===== config.mk =====
export PLATFORM = sky130hd
export DESIGN_NAME = resp_serializer
export DESIGN_NICKNAME = d
export VERILOG_FILES = /design/src/rtl/cmd_pkg.sv /design/src/rtl/resp_serializer.sv
export SDC_FILE = /design/constraint.sdc
export NUM_CORES = 1
export LEC_CHECK = 0
export ABC_AREA = 1
export BUFFER_PORTS_ARGS = -buffer_cell sky130_fd_sc_hd__buf_2
export CAP_MARGIN = 20
export CORE_MARGIN = 1
export CORE_UTILIZATION = 50
export CTS_CLUSTER_SIZE = 20
export DETAILED_ROUTE_END_ITERATION = 7
export PLACE_DENSITY = 0.82
export SETUP_SLACK_MARGIN = 0.4
export SYNTH_ARGS = -nofsm -noshare
export SYNTH_HDL_FRONTEND = slang
export SYNTH_SLANG_ARGS = --single-unit
export TNS_END_PERCENT = 50

===== constraint.sdc =====
create_clock -name clk -period 1.8 [get_ports clk]
set_clock_uncertainty 0.1 [all_clocks]
set_input_delay 0.36 -clock clk [delete_from_list [all_inputs] [get_ports clk]]
set_output_delay 0.36 -clock clk [all_outputs]
set_load 0.01 [all_outputs]

===== src/rtl/cmd_pkg.sv =====
// Shared command/response word format and the frame checksum helper.
package cmd_pkg;

  typedef struct packed {
    logic [7:0] opcode;
    logic [7:0] addr;
    logic [7:0] data;
  } cmd_packet_t;

  localparam logic [7:0] RSP_SOF = 8'hA5;

  // XOR of the payload bytes only; the start-of-frame byte never contributes.
  function automatic logic [7:0] csum8(input cmd_packet_t pkt);
    return pkt.opcode ^ pkt.addr ^ pkt.data;
  endfunction

endpackage


===== src/rtl/resp_serializer.sv =====
// Pops one response word at a time and streams it to the UART transmitter
// as SOF, opcode, addr, data and an optional checksum byte.
module resp_serializer
  import cmd_pkg::*;
#(
  parameter logic [7:0] SOF_BYTE    = RSP_SOF,
  parameter bit         ENABLE_CSUM = 1'b1
) (
  input  logic        clk,
  input  logic        rst,
  input  logic        rsp_valid,
  input  cmd_packet_t rsp_data,
  output logic        rsp_rd_en,
  output logic [7:0]  tx_byte,
  output logic        tx_valid,
  input  logic        tx_ready,
  output logic        busy,
  output logic [15:0] frame_count
);

  localparam logic [2:0] IDLE = 3'd0;
  localparam logic [2:0] SOF  = 3'd1;
  localparam logic [2:0] OPC  = 3'd2;
  localparam logic [2:0] ADDR = 3'd3;
  localparam logic [2:0] DATA = 3'd4;
  localparam logic [2:0] CSUM = 3'd5;

  logic [2:0]  state_q, state_d;
  cmd_packet_t frame_q, frame_d;
  logic [15:0] count_q, count_d;
  logic        xfer;

  // The pop is gated by reset so the FIFO never loses a word while held in reset.
  assign rsp_rd_en   = rst && (state_q == IDLE) && rsp_valid;
  assign tx_valid    = (state_q != IDLE);
  assign busy        = (state_q != IDLE);
  assign frame_count = count_q;
  assign xfer        = tx_valid && tx_ready;

  always_comb begin
    tx_byte = 8'h00;
    case (state_q)
      SOF:     tx_byte = SOF_BYTE;
      OPC:     tx_byte = frame_q.opcode;
      ADDR:    tx_byte = frame_q.addr;
      DATA:    tx_byte = frame_q.data;
      CSUM:    tx_byte = csum8(frame_q);
      default: tx_byte = 8'h00;
    endcase
  end

  always_comb begin
    state_d = state_q;
    frame_d = frame_q;
    count_d = count_q;
    case (state_q)
      IDLE: begin
        if (rsp_rd_en) begin
          frame_d = rsp_data;
          state_d = SOF;
        end
      end
      SOF:  if (xfer) state_d = OPC;
      OPC:  if (xfer) state_d = ADDR;
      ADDR: if (xfer) state_d = DATA;
      DATA: begin
        if (xfer) begin
          if (ENABLE_CSUM) begin
            state_d = CSUM;
          end else begin
            state_d = IDLE;
            count_d = count_q + 16'd1;
          end
        end
      end
      CSUM: begin
        if (xfer) begin
          state_d = IDLE;
          count_d = count_q + 16'd1;
        end
      end
      default: state_d = IDLE;
    endcase
  end

  always_ff @(posedge clk or negedge rst) begin
    if (!rst) begin
      state_q <= IDLE;
      frame_q <= '0;
      count_q <= 16'd0;
    end else begin
      state_q <= state_d;
      frame_q <= frame_d;
      count_q <= count_d;
    end
  end

endmodule


## Word level (Yosys, flattened, before mapping)

Cells that the tools add are included.

| operators by class | value |
|---|---|
| equal/unequal tests | 11 |
| $add $sub $neg | 1 |
| reductions and logical operators | 8 |
| muxes and demuxes | 8 |
| bitwise logic cells | 2 |

Operators by type and width:

| cell | number |
|---|---|
| one-hot mux 8 bit (5 select lines) | 1 |
| two-way mux 3 bit | 6 |
| one-hot mux 3 bit (6 select lines) | 1 |
| adder 16 x 1 -> 16 bit, second input constant | 1 |
| bitwise XOR 8 bit | 2 |
| inequality test 2 bit, second input constant | 6 |
| == test 3 x 2 -> 1 bit, second input constant | 2 |
| == test 3 bit, second input constant | 2 |
| AND reduction 6 bit | 1 |
| AND reduction 2 bit | 2 |
| == test 3 x 1 -> 1 bit, second input constant | 1 |
| logical AND 1 bit | 3 |
| zero test 3 bit | 1 |
| nonzero test 3 bit | 1 |

| storage, ports and cells | value |
|---|---|
| bits of input ports | 28 |
| bits in registers | 43 |
| word-level logic and storage cells | 35 |

## Logic depth before layout (Yosys ltp)

Gate-level depths: netlist of run 1.

| depth | value |
|---|---|
| depth after elaboration | 5 |
| depth in mapped cells | 8 |
| gate-level depth less buffers | 8 |

## Worst setup path before layout of run 1

OpenSTA, ideal clock, no wires.

| timing path | value |
|---|---|
| kind | register -> output |
| from | register state_q[2] |
| to | output port tx_byte[0] |
| slack | 180 ps |
| buffers on the path | 0 |
| arrival | 1160 ps |
| stages on the path, launching flop included | 7 |
| required time | 1340 ps |
| cell sequence | dfrtp_1 inv_2 nand2_1 nor2_2 nand2_1 nand3_1 o21bai_1 |

| between the ends | value |
|---|---|
| longest elaborated chain between the ends | 2 |
| elaborated cells between the ends (all ways) | 6 |
| classes of those cells | eq/ne: 5; mux: 1 |

Ends and longest elaborated chain:

| element | line | source |
|---|---|---|
| from (decl) | resp_serializer.sv:28 | `logic [2:0] state_q, state_d;` |
| from (signal assigned) | resp_serializer.sv:92 | `state_q <= state_d;` |
| == test 3 bit, or another cell as far along | resp_serializer.sv:42 | `case (state_q)` |
| one-hot mux 8 bit (5 select lines) (*) | resp_serializer.sv:42 |  |
| to (decl) | resp_serializer.sv:14 | `output logic [7:0] tx_byte,` |

Every way passes the cells marked *; elsewhere a longest branch is shown, timed or not.

## Worst setup path after layout of run 1

| timing path | value |
|---|---|
| from | register state_q[2] |
| to | output port tx_byte[3] |

The elaborated chain is that of the path after synthesis.

==> flow_metrics.env, run 1 <==
export IMPL_cts_tree="done"
export IMPL_path_clk_slew_ns=0.09
export IMPL_synth_cells=304
export IMPL_p_int_mw=3.090
export IMPL_clock_latency_ns=0.30
export IMPL_synth_seq_cells=43
export IMPL_place_ws_ns=0.06664
export IMPL_slowest_stage="dfrtp_2"
export IMPL_core_sq_um=4444
export IMPL_synth_most_common_cell="nand2_1"
export IMPL_rows=24
export IMPL_cts_max_level=2
export IMPL_crit_family="flip-flops"
export IMPL_hpwlAfterDp_microns=3948
export IMPL_grt_ovfl_total=0
export IMPL_finalCritPeriodShare=1.119
export IMPL_rsz0062_at_grt="true"
export IMPL_status="finished with violations"
export IMPL_drc=0
export IMPL_min_path_type="input port to async pin"
export IMPL_vias=2398
export IMPL_critical_path_max_stage_delay_ns=0.45
export IMPL_ant_nets=0
export IMPL_die_y_microns=70.86
export IMPL_num_nets_final=411
export IMPL_synth_top_flop_cell="dfrtp_1"
export IMPL_synth_edff_count=0
export IMPL_start_util=0.5335
export IMPL_fillers=288
export IMPL_grt_first_pass_wirelength_microns=10380
export IMPL_final_setup_worst_slack_ns=-0.2139
export IMPL_max_freq_ghz=0.4966
export IMPL_crit_path_start_kind="flip-flop"
export IMPL_slew_headroom=0.6394
export IMPL_power_switching_mw=2.057
export IMPL_violations="setup timing"
export IMPL_final_cell_area_sq_um=3346
export IMPL_gp_congestion=0.8551
export IMPL_pwr_share_comb=0.499
export IMPL_io_buffers=54
export IMPL_p_leak_nw=1.682
export IMPL_drtIter0Drc=214
export IMPL_crit_required_ns=1.34
export IMPL_share_seq_of_total_power=0.325
export IMPL_netlist_top_cells_area="dfrtp_1 45%, nand2_1 20%, xor2_1 4.1%, inv_1 3.6%, nand3_1 3.2%"
export IMPL_synth_distinct_cells=31
export IMPL_syn_area_sq_um=2371
export IMPL_grt_usage=0.2653
export IMPL_fp_dieArea_sq_um=5021
export IMPL_grt_max_degree=44
export IMPL_syn_num_nets=333
export IMPL_placed_area_sq_um=2748
export IMPL_first_global_vias=2294
export IMPL_maxCapViolations=0
export IMPL_cts_buffer_depth=2
export IMPL_antenna_found_initial=0
export IMPL_dr_pass1_iters=7
export IMPL_vdd_drop_max_uv=884.0
export IMPL_endpoint_kind="primary output"
export IMPL_power_density_nw_per_um2=1538
export IMPL_swShare=0.3996
export IMPL_numCtsBuffers=5
export IMPL_synthDominantAreaCellType="dfrtp_1"
export IMPL_diodes=0
export IMPL_root_buffer="clkbuf_8"
export IMPL_holdBufCountCts=0
export IMPL_ys_top_cells_by_count="125 x nand2_1, 43 x dfrtp_1, 23 x inv_1, 17 x nor2_1"
export IMPL_ys_warn_count=0
export IMPL_path_buf_inv=2
export IMPL_finalSetupViolCount=9
export IMPL_crit_arrival_ns=1.55
export IMPL_detail_route_wl_per_cell_microns=15.06
export IMPL_synth_seq_area_share=0.4538
export IMPL_clkPwrFrac=0.177
export IMPL_synth_top_area_share=0.4538
export IMPL_num_io_pins=55
export IMPL_viasPerCell=5.513
export IMPL_wl_microns=6553
export IMPL_worstMarginPinSlew_ns=0.5409
export IMPL_cts_sinks=43
export IMPL_period_needed_ns=2.014
export IMPL_criticalPathCategory="flip-flop to primary output"
export IMPL_avgSynthCellArea_sq_um=7.799
export IMPL_crit_chain="inv_4 > nand3_1 > o21ai_1 > a21oi_1 > nand2_1 > buf_2"
export IMPL_drv_slew=0
export IMPL_hold_violations=0
export IMPL_dieWidth_microns=70.86
export IMPL_drive_above_1_share=0.3551
export IMPL_syn2layout_area_growth_pct=41.11
export IMPL_async_flop_share=1.000
export IMPL_crit_fanout=5
[flip-flops by register name, indices dropped and copies added, names as in the netlist]
name / count
frame_q: 24
state_q: 3
frame_count: 16
[per-layer routing]
metal  GRT usage  up-vias  routed length (microns)
met4     0.08667        0                      127
met3     0.04416       16                      389
met5           0        -                        0
li1            -     1119                        -
met2      0.4466      117                     3255
met1      0.3506     1146                     2780
[cells in the final DEF, fill, tap and decap left out, drive strengths merged]
cell,Yosys,routed
ha,1,1
nand4,6,6
o21bai,4,4
bufinv,0,2
o21ai,19,19
o22ai,2,2
dfrtp,43,43
buf,6,75
or2,3,3
nand2,127,127
nor3,2,2
nor2b,1,1
xnor2,8,8
xor2,11,11
clkbuf,0,5
nand3,17,17
a21oi,6,6
inv,26,26
bufbuf,0,1
clkinvlp,0,1
nor2,22,23
[cell type report]
type	instances	area, sq um	area share
Multi-Input combinational cell	230	1354	0.4046
Sequential cell	43	1082	0.3235
Timing Repair Buffer	76	588.1	0.1758
Inverter	26	120.1	0.03590
Clock buffer	5	68.82	0.02057
Clock inverter	3	67.56	0.02019
Tap cell	52	65.06	0.01945
[per-stage QoR]
step	total power, mW	TNS (ns)	utilization	cells	hold slack, ns
6_report	5.147	-1.499	0.7528	435	0.05791
5_1_grt	5.451	-2.122	0.7528	435	0.09174
4_1_cts	4.926	-1.182	0.7320	433	0.06928
3_5_place_dp	3.449	0	0.6182	411	0.3928
3_3_place_gp	3.379	0	0.6182	411	0.3842
2_1_floorplan	2.927	0	-	304	-0.03559
[worst paths after layout]
kind | from | to | cells past startpoint | slack [ns]
min in group clk | rsp_data[15] | frame_q[15] | 3 | 0.15
max in group asynchronous | rst | state_q[2] | 2 | 1.15
worst max register to register | state_q[1] | frame_q[12] | 9 | 0.08
worst min-delay path | rst | frame_q[20] | 2 | 0.06
worst max-delay path | state_q[2] | tx_byte[3] | 6 | -0.21
worst min register to register | frame_count[15] | frame_count[15] | 2 | 0.41
[kinds of logic (layout without fill, tap and decap cells)]
group,count (synthesis),count (layout),share of synthesized area
AOI/OAI and AO/OA,31,31,0.07229
xor gates and xnor gates,19,19,0.07018
and+or+nand+nor,178,179,0.3367
DFF,43,43,0.4538
adders and majority gates,1,1,0.005276
buffers and inverters,32,110,0.06174
[repair_timing]
| item | in CTS | in global routing |
|---|---|---|
| gates cloned | 2 | 0 |
| pin swaps | 16 | 18 |
| setup buffers | 12 | 2 |
| gates resized for setup | 54 | 19 |
| setup endpoints to repair | 51 | 58 |
[worst register-to-register path, cell delays in order (launching register included)]
cell and delay, ns:
dfrtp_2 0.49, nor2_4 0.16, buf_4 0.13, nand2_4 0.09, nor2_8 0.12, buf_6 0.14
buf_8 0.11, buf_12 0.12, nand2_1 0.06, o21ai_1 0.10
[power groups by stage]
stage | clock (mW) | sequential [mW] | combinational [mW]
final | 0.909 | 1.67 | 2.57
after floorplan | 0 | 1.58 | 1.35
after global placement | 0 | 1.63 | 1.75
after detailed placement | 0 | 1.65 | 1.80
after global routing | 0.950 | 1.70 | 2.80
after CTS | 0.902 | 1.63 | 2.39
(Power assumes the default switching activity.)
==> inputs of run 2 (changes only) <==
ABC_AREA = unset   (was 1)
CTS_CLUSTER_DIAMETER = 200   (was unset)
PLACE_DENSITY = 0.83   (was 0.82)
==> run 2 against run 1 <==
  * The flow still finishes with violations (setup timing)
  * Wire length fell by 12%
  * Sequential share of layout area rose by 1.6 points
  * Clock power is 25% lower
  * Final cell count is 25% lower
  * Largest power group unchanged
  * Worst hold slack improved by 0.0094 ns
  * Utilization grew 1.9 points
  * Via count down 23%
  * Largest cell class unchanged
  * Global-route usage is 1.9 points lower
  * First-iteration DRC count is 54% lower
  * Final area decreased by 5.1%
  * Critical endpoint is now tx_byte[4]
  * Combinational power up 14%
  * Non-clock buffer count grew 10
==> flow_metrics.env, run 2 <==
export IMPL_status="finished with violations"
export IMPL_violations="setup timing"
export IMPL_core_sq_um=4115
export IMPL_antenna_found_initial=0
export IMPL_critical_path_startpoint="state_q[0]"
export IMPL_crit_chain="buf_6 > nor2b_1 > mux2i_1 > o22ai_2 > a31o_2 > buf_6"
export IMPL_regMostFlops="frame_q"
export IMPL_final_setup_worst_slack_ns=-0.3379
export IMPL_crit_cells=6
export IMPL_worstReg2RegEnd="frame_q[23]"
export IMPL_io_buffers=54
export IMPL_final_common_cell="buf_2"
export IMPL_grt_usage=0.2465
export IMPL_drv_slew=0
export IMPL_endpoint_kind="primary output"
export IMPL_holdBufCountCts=0
export IMPL_vdd_drop_max_uv=1121
export IMPL_criticalPathCategory="flip-flop to primary output"
export IMPL_reg2reg_from="state_q[1]"
export IMPL_die_y_microns=68.48
export IMPL_synth_top_flop_cell="dfrtp_1"
export IMPL_grt_first_pass_wirelength_microns=8100
export IMPL_start_util=0.5369
export IMPL_synth_seq_cells=43
export IMPL_grt_max_degree=44
export IMPL_synthDominantAreaCellType="dfrtp_1"
export IMPL_netlist_top_cells_area="dfrtp_1 49%, mux2_1 9.7%, xnor2_1 5.5%, xor2_1 4.8%, mux2_2 3.1%"
export IMPL_cts_max_level=2
export IMPL_dr_pass1_iters=4
export IMPL_endpoint="tx_byte[4]"
export IMPL_detail_route_wl_per_cell_microns=17.68
export IMPL_crit_required_ns=1.34
export IMPL_worstMarginPinSlew_ns=0.5375
export IMPL_syn2layout_area_growth_pct=43.66
export IMPL_postLayoutCoreUtil=0.7714
export IMPL_rows=23
export IMPL_reg2reg_depth=7
export IMPL_root_buffer="clkbuf_8"
export IMPL_syn_num_nets=221
export IMPL_first_global_vias=1767
export IMPL_critical_path_max_stage_delay_ns=0.41
export IMPL_largest_reg_flops=24
export IMPL_regArea_sq_um=1077
export IMPL_mostFrequentLayoutCells="49 x buf_2, 42 x dfrtp_1, 23 x mux2_4"
export IMPL_crit_path_start_kind="flip-flop"
export IMPL_cpMostUsedCell="buf_6"
export IMPL_hpwlAfterDp_microns=3302
export IMPL_vias=1846
export IMPL_maxCapViolations=0
export IMPL_grt_ovfl_total=0
export IMPL_total_power_mw=5.298
export IMPL_num_io_pins=55
export IMPL_finalSetupViolCount=35
export IMPL_wl_microns=5782
export IMPL_path_clk_slew_ns=0.08
export IMPL_fillers=261
export IMPL_place_ws_ns=-0.4173
export IMPL_drtIter0Drc=99
export IMPL_numCtsBuffers=5
export IMPL_max_freq_ghz=0.4677
export IMPL_regToRegSetupSlack_ns=-0.24
export IMPL_drive_above_1_share=0.5307
export IMPL_async_flop_share=1.000
export IMPL_cts_sinks=43
export IMPL_crit_fanout=13
export IMPL_setup_tns_ns=-7.496
export IMPL_finalCritPeriodShare=1.188
export IMPL_rsz0062_at_grt="true"
export IMPL_p_leak_nw=1.560
export IMPL_synth_top_area_share=0.4870
export IMPL_synth_most_common_cell="dfrtp_1"
export IMPL_period_needed_ns=2.138
export IMPL_hold_violations=0
export IMPL_crit_arrival_ns=1.68
export IMPL_avgSynthCellArea_sq_um=11.51
export IMPL_synth_cells=192
export IMPL_syn_area_sq_um=2210
export IMPL_min_path_type="input port to async pin"
export IMPL_ys_warn_count=0
export IMPL_gp_congestion=0.7275
export IMPL_ys_top_cells_by_count="43 x dfrtp_1, 19 x mux2_1, 14 x xnor2_1, 13 x nor2_1, 12 x xor2_1"
export IMPL_power_density_nw_per_um2=1669
export IMPL_fp_dieArea_sq_um=4689
export IMPL_cts_tree="done"
export IMPL_num_nets_final=305
export IMPL_drc=0
export IMPL_synth_distinct_cells=36
export IMPL_path_buf_inv=2
export IMPL_dieWidth_microns=68.48
export IMPL_multi_input_area_sq_um=1272
export IMPL_cts_buffer_depth=2
export IMPL_slew_headroom=0.6417
export IMPL_synth_seq_area_share=0.4870
export IMPL_clock_latency_ns=0.30
export IMPL_ant_nets=0
export IMPL_diodes=0
export IMPL_synth_edff_count=0
export IMPL_slowest_stage="dfrtp_1"
export IMPL_viasPerCell=5.645
export IMPL_crit_family="flip-flops"
## run 2: cell count changes after synthesis, sizes merged, moves of 4 or more
cell,previous run,this run
a31o,0,4
o21ai,19,1
a221oi,0,4
nor2b,1,7
mux2,0,25
mux2i,0,4
nor2,22,14
nand3,17,6
o21bai,4,0
nand2,127,11
a22oi,0,4
inv,26,3
xnor2,8,14
## run 2: report_power, final
group,total [mW],internal [mW],switching (mW)
sequential,1.68,1.30,0.376
clock,0.682,0.350,0.332
combinational,2.94,1.67,1.27
total,5.30,3.32,1.98
## run 2: through the flow
stage	hold slack, ns	instances	cell area (sq um)
2_1_floorplan	-0.03559	192	2287
3_3_place_gp	0.3555	304	2685
3_5_place_dp	0.3640	304	2685
4_1_cts	0.09211	324	2999
5_1_grt	0.1268	327	3174
6_report	0.06728	327	3174
## run 2: cells by family (layout without fill, tap and decap cells)
logic type                 after synthesis  count (layout)  synth area share
and+or+nand+nor                         52              52            0.1348
buffers and inverters                   12              97           0.03114
DFF                                     43              43            0.4870
muxes                                   29              29            0.1455
xor gates and xnor gates                26              26            0.1031
AOI/OAI and AO/OA                       29              29           0.09286
adders and majority gates                1               1          0.005662
## run 2: worst reg2reg max path, cell delays in order, from the launching register on
cell and delay [ns]:
dfrtp_1 0.43, buf_6 0.15, or3_4 0.43, nor2_8 0.16, buf_8 0.15, buf_6 0.10
buf_6 0.11, mux2_4 0.31
## run 2: area by class of cell
cell class,count,area share
Inverter,3,0.003548
Clock buffer,8,0.03153
Tap cell,50,0.01971
Sequential cell,43,0.3394
Timing Repair Buffer,86,0.2050
Multi-Input combinational cell,137,0.4009
## run 2: how the worst min path moves through the flow
| stage | startpoint | to | slack [ns] | cells after the start |
|---|---|---|---|---|
| 4_1_cts | rst | frame_q[11] | 0.09 | 2 |
| 5_1_grt | rst | frame_q[7] | 0.13 | 2 |
| 3_3_place_gp | frame_count[15] | frame_count[15] | 0.36 | 1 |
| 3_5_place_dp | frame_count[15] | frame_count[15] | 0.36 | 1 |
| 6_report | rst | frame_q[7] | 0.07 | 2 |
| 2_1_floorplan | rst | frame_count[0] | -0.04 | 0 |
## run 2: repair_timing
item / in CTS / in global routing
endpoints found under the setup margin: 50 / 54
setup buffers: 11 / 3
gates cloned: 1 / 0
gates resized for setup: 22 / 36
pin swaps: 11 / 11
## run 2: routing by layer
| metal | GRT usage | wire length, microns | up-vias |
|---|---|---|---|
| met3 | 0.05000 | 247 | 19 |
| li1 | - | - | 848 |
| met1 | 0.2851 | 2324 | 925 |
| met5 | 0 | 0 | - |
| met4 | 0.1328 | 184 | 0 |
| met2 | 0.4240 | 3026 | 54 |
